### config.mk
export PLATFORM = sky130hd
export DESIGN_NAME = boa_csr_mtrap_flat
export DESIGN_NICKNAME = d
export VERILOG_FILES = /design/src/rtl/boa_csr_mtrap_if.sv /design/src/rtl/boa_csr_mtrap.sv /design/src/flat_wrapper.sv
export SDC_FILE = /design/constraint.sdc
export NUM_CORES = 1
export LEC_CHECK = 0
export CORE_UTILIZATION = 40
export CTS_CLUSTER_SIZE = 12
export DETAILED_ROUTE_END_ITERATION = 8
export PLACE_DENSITY = 0.85
export SYNTH_ARGS = -nofsm -noshare
export SYNTH_HDL_FRONTEND = slang
export SYNTH_SLANG_ARGS = --single-unit
### constraint.sdc
create_clock -name clk -period 3.44 [get_ports clk]
set_input_delay 0.516 -clock clk [delete_from_list [all_inputs] [get_ports clk]]
set_output_delay 0.516 -clock clk [all_outputs]
set_load 0.02 [all_outputs]
### src/rtl/boa_csr_mtrap_if.sv
// CSR access bus and CSR exception/interrupt event bus shared by the Boa core and its CSR files.
interface boa_csr_bus;
  localparam int unsigned XLEN  = 32;
  localparam int unsigned ADDRW = 12;

  logic             we;
  logic [ADDRW-1:0] addr;
  logic [XLEN-1:0]  wdata;
  logic             exists;
  logic             rdonly;
  logic [1:0]       priv;
  logic [XLEN-1:0]  rdata;

  modport CSR (input we, addr, wdata, output exists, rdonly, priv, rdata);
  modport CPU (output we, addr, wdata, input exists, rdonly, priv, rdata);
endinterface

interface boa_csr_ex_bus;
  localparam int unsigned XLEN = 32;

  logic            ex_trap;
  logic            ex_irq;
  logic [XLEN-2:0] ex_epc;
  logic [4:0]      ex_cause;
  logic [1:0]      ex_priv;
  logic [XLEN-3:0] ex_tvec;
  logic            ret;
  logic [1:0]      ret_priv;
  logic [XLEN-2:0] ret_epc;
  logic [XLEN-1:0] irq_ip;
  logic [XLEN-1:0] irq_mie;
  logic [XLEN-1:0] irq_sie;
  logic [XLEN-1:0] irq_mideleg;
  logic [XLEN-1:0] irq_medeleg;

  modport CSR (input ex_trap, ex_irq, ex_epc, ex_cause, ex_priv, ret, ret_priv, irq_ip,
               output ex_tvec, ret_epc, irq_mie, irq_sie, irq_mideleg, irq_medeleg);
  modport CPU (output ex_trap, ex_irq, ex_epc, ex_cause, ex_priv, ret, ret_priv, irq_ip,
               input ex_tvec, ret_epc, irq_mie, irq_sie, irq_mideleg, irq_medeleg);
endinterface

### src/rtl/boa_csr_mtrap.sv
// Machine-mode trap CSR file (mstatus/mie/mtvec/mscratch/mepc/mcause plus read-only mip/misa/mhartid).
// Optional vectored interrupt dispatch through mtvec.MODE is enabled by defining BOA_CSR_VECTORED_EN.
module boa_csr_mtrap #(
  parameter logic [31:0] MISA     = 32'h4000_0100,
  parameter logic [31:0] HARTID   = 32'h0000_0000,
  parameter logic [31:0] MIE_MASK = 32'hFFFF_0888
) (
  input logic        clk,
  input logic        rst_n,
  boa_csr_bus.CSR    csr,
  boa_csr_ex_bus.CSR ex
);
  localparam int unsigned XLEN = 32;

  localparam logic [11:0] A_MSTATUS  = 12'h300;
  localparam logic [11:0] A_MISA     = 12'h301;
  localparam logic [11:0] A_MIE      = 12'h304;
  localparam logic [11:0] A_MTVEC    = 12'h305;
  localparam logic [11:0] A_MSCRATCH = 12'h340;
  localparam logic [11:0] A_MEPC     = 12'h341;
  localparam logic [11:0] A_MCAUSE   = 12'h342;
  localparam logic [11:0] A_MIP      = 12'h344;
  localparam logic [11:0] A_MHARTID  = 12'hF14;

  logic            r_mstatus_mie;
  logic            r_mstatus_mpie;
  logic [XLEN-1:0] r_mie;
  logic [XLEN-3:0] r_mtvec_base;
  logic [XLEN-1:0] r_mscratch;
  logic [XLEN-2:0] r_mepc;
  logic            r_mcause_int;
  logic [4:0]      r_mcause_code;

  logic            w_mtvec_mode;
  logic            w_trap;
  logic            w_wr;
  logic            w_exists;
  logic            w_rdonly;
  logic [XLEN-1:0] w_rdata;
  logic [XLEN-3:0] w_tvec;
  logic            w_unused;

  assign w_trap = ex.ex_trap | ex.ex_irq;
  assign w_wr   = csr.we & w_exists & ~w_rdonly & ~w_trap;

  // Combinational address decode and read mux
  always_comb begin
    w_exists = 1'b1;
    w_rdonly = 1'b0;
    w_rdata  = '0;
    case (csr.addr)
      A_MSTATUS:  w_rdata = {19'b0, 2'b11, 3'b0, r_mstatus_mpie, 3'b0, r_mstatus_mie, 3'b0};
      A_MISA:     begin w_rdata = MISA; w_rdonly = 1'b1; end
      A_MIE:      w_rdata = r_mie;
      A_MTVEC:    w_rdata = {r_mtvec_base, 1'b0, w_mtvec_mode};
      A_MSCRATCH: w_rdata = r_mscratch;
      A_MEPC:     w_rdata = {r_mepc, 1'b0};
      A_MCAUSE:   w_rdata = {r_mcause_int, 26'b0, r_mcause_code};
      A_MIP:      begin w_rdata = ex.irq_ip; w_rdonly = 1'b1; end
      A_MHARTID:  begin w_rdata = HARTID; w_rdonly = 1'b1; end
      default:    w_exists = 1'b0;
    endcase
  end

  assign csr.exists = w_exists;
  assign csr.rdonly = w_rdonly;
  assign csr.priv   = 2'b11;
  assign csr.rdata  = w_rdata;

  // Trap entry beats return, which beats CSR writes
  always_ff @(posedge clk or negedge rst_n) begin
    if (!rst_n) begin
      r_mstatus_mie  <= 1'b0;
      r_mstatus_mpie <= 1'b0;
      r_mie          <= '0;
      r_mtvec_base   <= '0;
      r_mscratch     <= '0;
      r_mepc         <= '0;
      r_mcause_int   <= 1'b0;
      r_mcause_code  <= '0;
    end else if (w_trap) begin
      r_mepc         <= ex.ex_epc;
      r_mcause_int   <= ex.ex_irq;
      r_mcause_code  <= ex.ex_cause;
      r_mstatus_mpie <= r_mstatus_mie;
      r_mstatus_mie  <= 1'b0;
    end else begin
      if (ex.ret) begin
        r_mstatus_mie  <= r_mstatus_mpie;
        r_mstatus_mpie <= 1'b1;
      end else if (w_wr && csr.addr == A_MSTATUS) begin
        r_mstatus_mie  <= csr.wdata[3];
        r_mstatus_mpie <= csr.wdata[7];
      end
      if (w_wr) begin
        case (csr.addr)
          A_MIE:      r_mie         <= csr.wdata & MIE_MASK;
          A_MTVEC:    r_mtvec_base  <= csr.wdata[XLEN-1:2];
          A_MSCRATCH: r_mscratch    <= csr.wdata;
          A_MEPC:     r_mepc        <= csr.wdata[XLEN-1:1];
          A_MCAUSE: begin
            r_mcause_int  <= csr.wdata[XLEN-1];
            r_mcause_code <= csr.wdata[4:0];
          end
          default: ;
        endcase
      end
    end
  end

`ifdef BOA_CSR_VECTORED_EN
  logic r_mtvec_mode;

  always_ff @(posedge clk or negedge rst_n) begin
    if (!rst_n) begin
      r_mtvec_mode <= 1'b0;
    end else if (w_wr && csr.addr == A_MTVEC) begin
      r_mtvec_mode <= csr.wdata[0];
    end
  end

  assign w_mtvec_mode = r_mtvec_mode;
  // Only interrupts are vectored; the sum wraps within the 30-bit BASE field
  assign w_tvec = (r_mtvec_mode && ex.ex_irq) ? r_mtvec_base + 30'(ex.ex_cause) : r_mtvec_base;
`else
  assign w_mtvec_mode = 1'b0;
  assign w_tvec       = r_mtvec_base;
`endif

  assign ex.ex_tvec     = w_tvec;
  assign ex.ret_epc     = r_mepc;
  assign ex.irq_mie     = r_mie;
  assign ex.irq_sie     = ex.irq_ip & r_mie & {XLEN{r_mstatus_mie}};
  assign ex.irq_mideleg = '0;
  assign ex.irq_medeleg = '0;

  // Privilege inputs carry no information in an M-mode-only core
  assign w_unused = ^{ex.ex_priv, ex.ret_priv};
endmodule

### src/flat_wrapper.sv
// flat-port wrapper written by rule: the top's interface ports become plain ports
module boa_csr_mtrap_flat 
#(
  parameter logic [31:0] MISA     = 32'h4000_0100,
  parameter logic [31:0] HARTID   = 32'h0000_0000,
  parameter logic [31:0] MIE_MASK = 32'hFFFF_0888
)
  (clk, rst_n, csr_we, csr_addr, csr_wdata, csr_exists, csr_rdonly, csr_priv, csr_rdata, ex_ex_trap, ex_ex_irq, ex_ex_epc, ex_ex_cause, ex_ex_priv, ex_ret, ex_ret_priv, ex_irq_ip, ex_ex_tvec, ex_ret_epc, ex_irq_mie, ex_irq_sie, ex_irq_mideleg, ex_irq_medeleg);
  boa_csr_bus csr_i ();
  boa_csr_ex_bus ex_i ();
  input logic clk;
  input logic rst_n;
  input wire logic [$bits(csr_i.we)-1:0] csr_we;
  input wire logic [$bits(csr_i.addr)-1:0] csr_addr;
  input wire logic [$bits(csr_i.wdata)-1:0] csr_wdata;
  output wire logic [$bits(csr_i.exists)-1:0] csr_exists;
  output wire logic [$bits(csr_i.rdonly)-1:0] csr_rdonly;
  output wire logic [$bits(csr_i.priv)-1:0] csr_priv;
  output wire logic [$bits(csr_i.rdata)-1:0] csr_rdata;
  input wire logic [$bits(ex_i.ex_trap)-1:0] ex_ex_trap;
  input wire logic [$bits(ex_i.ex_irq)-1:0] ex_ex_irq;
  input wire logic [$bits(ex_i.ex_epc)-1:0] ex_ex_epc;
  input wire logic [$bits(ex_i.ex_cause)-1:0] ex_ex_cause;
  input wire logic [$bits(ex_i.ex_priv)-1:0] ex_ex_priv;
  input wire logic [$bits(ex_i.ret)-1:0] ex_ret;
  input wire logic [$bits(ex_i.ret_priv)-1:0] ex_ret_priv;
  input wire logic [$bits(ex_i.irq_ip)-1:0] ex_irq_ip;
  output wire logic [$bits(ex_i.ex_tvec)-1:0] ex_ex_tvec;
  output wire logic [$bits(ex_i.ret_epc)-1:0] ex_ret_epc;
  output wire logic [$bits(ex_i.irq_mie)-1:0] ex_irq_mie;
  output wire logic [$bits(ex_i.irq_sie)-1:0] ex_irq_sie;
  output wire logic [$bits(ex_i.irq_mideleg)-1:0] ex_irq_mideleg;
  output wire logic [$bits(ex_i.irq_medeleg)-1:0] ex_irq_medeleg;
  assign csr_i.we = csr_we;
  assign csr_i.addr = csr_addr;
  assign csr_i.wdata = csr_wdata;
  assign csr_exists = csr_i.exists;
  assign csr_rdonly = csr_i.rdonly;
  assign csr_priv = csr_i.priv;
  assign csr_rdata = csr_i.rdata;
  assign ex_i.ex_trap = ex_ex_trap;
  assign ex_i.ex_irq = ex_ex_irq;
  assign ex_i.ex_epc = ex_ex_epc;
  assign ex_i.ex_cause = ex_ex_cause;
  assign ex_i.ex_priv = ex_ex_priv;
  assign ex_i.ret = ex_ret;
  assign ex_i.ret_priv = ex_ret_priv;
  assign ex_i.irq_ip = ex_irq_ip;
  assign ex_ex_tvec = ex_i.ex_tvec;
  assign ex_ret_epc = ex_i.ret_epc;
  assign ex_irq_mie = ex_i.irq_mie;
  assign ex_irq_sie = ex_i.irq_sie;
  assign ex_irq_mideleg = ex_i.irq_mideleg;
  assign ex_irq_medeleg = ex_i.irq_medeleg;
  boa_csr_mtrap #(.MISA(MISA), .HARTID(HARTID), .MIE_MASK(MIE_MASK)) u_core (.clk(clk), .rst_n(rst_n), .csr(csr_i), .ex(ex_i));
endmodule
==> flow_summary.yaml <==
synthesis:
  netlist_instances: 661
  synth.yosys.seq_area_share_pct: 42.8
  synth-seq-cells: 120
  synth-edff-count: 0
  synth_area_um2: 7020
  async_reset_ff_share_pct: 100
  yosys_warnings: 0
  ys.flop_type: "dfrtp_1"
  avgSynthCellArea_um2: 10.6
  ys_types: 53
die:
  num_io_pins: 347
  die_w_um: 134
  fp.dieH_um: 134
  rows: 48
  die_area_um2: 18100
  start_util_pct: 40.7
  core_um2: 17200
sta:
  drv_slew: 0
  relSlewSlack_pct: 42.0
  rsz0062_at_grt: "yes"
  finalHoldViolCount: 0
  period_needed_ns: 3.39
  timing.final.ws_setup_ns: 0.0535
  setup_viol: 0
  period_share_pct: 98.4
  skew_ns: 0.0000431
  tightest_slew_ns: 0.870
  fmax_mhz: 295
global_route:
  grt_pass1_vias: 6398
  grt_max_degree: 66
  grt_overflow_total: 0
  grt_pass1_wl_um: 36600
  grtUsageTotal_pct: 27.1
  grt_antenna_before_repair: 0
pwr:
  p_seq_share_pct: 37.8
  power_frac_clock_pct: 47.3
  internal-power_mw: 2.87
  vdd.ir_drop.worst_mv: 0.323
  pwr-share-comb_pct: 15.0
  leakage_nw: 4.96
  p_per_area_nw_per_um2: 376
  p_sw_mw: 1.06
  switching_share_pct: 27.0
cells_and_area:
  nNetsFinal: 1071
  drive_above_1_share_pct: 21.4
  area_delta_synth_final_pct: 49.3
  diodes: 0
  finalInstanceArea_um2: 10500
placement:
  post-dp-hpwl_um: 17300
  io_buffers: 250
  dpl_worst_slack_ns: -0.267
  dpl_cell_area_um2: 9840
  gp_congestion: 0.835
critical_path:
  path_cells: "clkdlybuf4s50_1 -> or4_1 -> nor4_4 -> buf_4 -> o2bb2a_1 -> o21ai_1 -> buf_4 -> dlygate4sd2_1"
  regToRegStartpoint: "u_core.r_mstatus_mie"
  path_delay_family: "buffers and inverters"
  cp.arrival_ns: 2.87
  r2r_cells: 2
  cp_slowest_cell: "or4_1"
  worstPathRequired_ns: 2.92
  end_kind: "primary output"
  path_class: "input pin to primary output"
  r2r_end: "u_core.r_mstatus_mie"
  ff2ff_setup_slack_ns: 2.32
  max_stage_delay_ns: 0.61
  crit_top_cell: "buf_4"
  startpoint_type: "input pin"
  crit_buf_inv: 4
  cp_max_fo: 4
min_path:
  min-delay-path-class: "input pin to async pin"
cts:
  clk_pin_slew_ns: 0.06
  cts.sinks: 120
  insertion_delay_ns: 0.41
  cts_root_buffer: "clkbuf_16"
  htreeDepth: 4
  clockBufferDepth: 2
  cts_tree: "yes"
  cts-buffers-inserted: 17
  hold_buffers: 0
detailed_routing:
  drtIter0Drc: 409
  vias: 6304
  vias_per_cell: 5.31
  drt-wirelength-per-cell_um: 20.3
  ant_nets: 0
  route.detailed.drc: 0
  routed_wl_um: 24100
  drt_pre_antenna_iters: 5
outcome:
  outcome: "finished clean"
flow_run:
  maxCapViolCount: 0
kinds of logic after synthesis:
family,Yosys count,share of synthesized area (%)
flops,120,42.8
mux,124,19.7
simple gates,122,10.0
compound gates,152,14.3
buf+inv,141,13.1
other cells,2,0.107
final cells by class:
cell class / instances / area (um^2)
Fill cell: 1386 / 6760
Clock inverter: 14 / 174
Timing Repair Buffer: 318 / 3090
Sequential cell: 120 / 3000
Multi-Input combinational cell: 490 / 3490
Inverter: 2 / 7.51
Clock buffer: 18 / 439
Tap cell: 225 / 282
routing by layer:
layer / share of wire, % / global-route usage (%) / wire length (um)
met1: 41 / 34.0 / 9880
met2: 50 / 45.7 / 12100
met3: 7.3 / 6.79 / 1770
met4: 1.4 / 8.68 / 342
met5: 0 / 0 / 0
synth_stat cells, types with 5 or more instances:
master / number / area, um^2
o21ai_0: 48 / 240
clkbuf_1: 34 / 128
nand3b_1: 5 / 37.5
and3_1: 20 / 125
nor2_1: 7 / 26.3
nand3_1: 5 / 25.0
nand2_1: 51 / 191
a222oi_1: 8 / 80.1
a22oi_1: 35 / 263
buf_4: 95 / 713
a221oi_1: 5 / 43.8
dfrtp_1: 120 / 3000
a2bb2oi_1: 14 / 123
mux2_4: 10 / 150
mux2_2: 72 / 811
mux2i_1: 42 / 420
buf_2: 5 / 25.0
o21ai_1: 20 / 100
a21oi_1: 9 / 45.0
state kept, by name, indices dropped and copies added (netlist names):
name and cells:
u_core.r_mscratch 32, u_core.ex.irq_mie 19, u_core.ex.ret_epc 31, u_core.ex.ex_tvec 30, u_core.r_mstatus_mpie 1, u_core.r_mcause_int 1
u_core.r_mstatus_mie 1, u_core.r_mcause_code 5
layout by cell type, fill, tap and decap left out, drive strengths merged, types with 2 or more instances in the layout:
cell,count
nand3b,5
and2,2
a2bb2oi,14
nor3,4
a22oi,35
nand2,53
a222oi,8
o21ai,68
clkdlybuf4s15,4
and3,20
nand3,5
clkinv,5
dlymetal6s2s,11
mux2i,42
a211oi,2
a21oi,9
mux2,82
inv,4
a221o,2
or4,3
or2,3
dfrtp,120
a221oi,5
conb,92
clkdlybuf4s50,216
bufinv,3
buf,69
dlygate4sd2,14
nor4,7
clkbuf,22
nor2,7
nor4b,3
and4,2
clkinvlp,4
nor2b,2
a31oi,2
metrics by stage:
step / power, mW / instances / util [%] / setup TNS [ns] / hold slack (ns)
6_report: 3.94 / 1187 / 60.8 / 0 / 0.201
5_1_grt: 4.07 / 1187 / 60.8 / -0.113 / 0.258
4_1_cts: 3.95 / 1185 / 60.6 / 0 / 0.235
3_5_place_dp: 2.09 / 1153 / 57.1 / -2.20 / 0.494
3_3_place_gp: 2.08 / 1153 / 57.1 / -1.77 / 0.481
2_1_floorplan: 1.84 / 751 / - / 0 / 0.220
worst reg2reg max path, cell delays in order, from the launching register on:
cell and delay, ns:
dfrtp_1 0.73, mux2i_1 0.15, a21oi_1 0.17
power by group through the flow:
stage	Sequential [mW]	Clock, mW	Combinational, mW
global route	1.49	1.94	0.634
floorplan	1.54	0	0.296
CTS	1.49	1.88	0.587
detailed placement	1.51	0	0.580
global placement	1.51	0	0.572
finish	1.49	1.86	0.589
worst max-delay path by stage:
stage                startpoint            end  slack [ns]  depth (start not counted)
finish              csr_addr[0]  csr_rdata[30]        0.05                          8
global route        csr_addr[0]  csr_rdata[30]       -0.05                          8
CTS                 csr_addr[5]   csr_rdata[9]       0.005                          9
detailed placement  csr_addr[5]  csr_rdata[30]       -0.27                          8
global placement    csr_addr[5]  csr_rdata[30]       -0.27                          8
floorplan           csr_addr[0]     csr_exists        0.49                          6
timing repair:
action | CTS | global route
gates resized for setup | 27 | 29
pin swaps | 0 | 2
setup buffers | 0 | 2
endpoints found under the setup margin | 25 | 14
gates cloned | 0 | 0
Power figures use the tool's default switching activity.
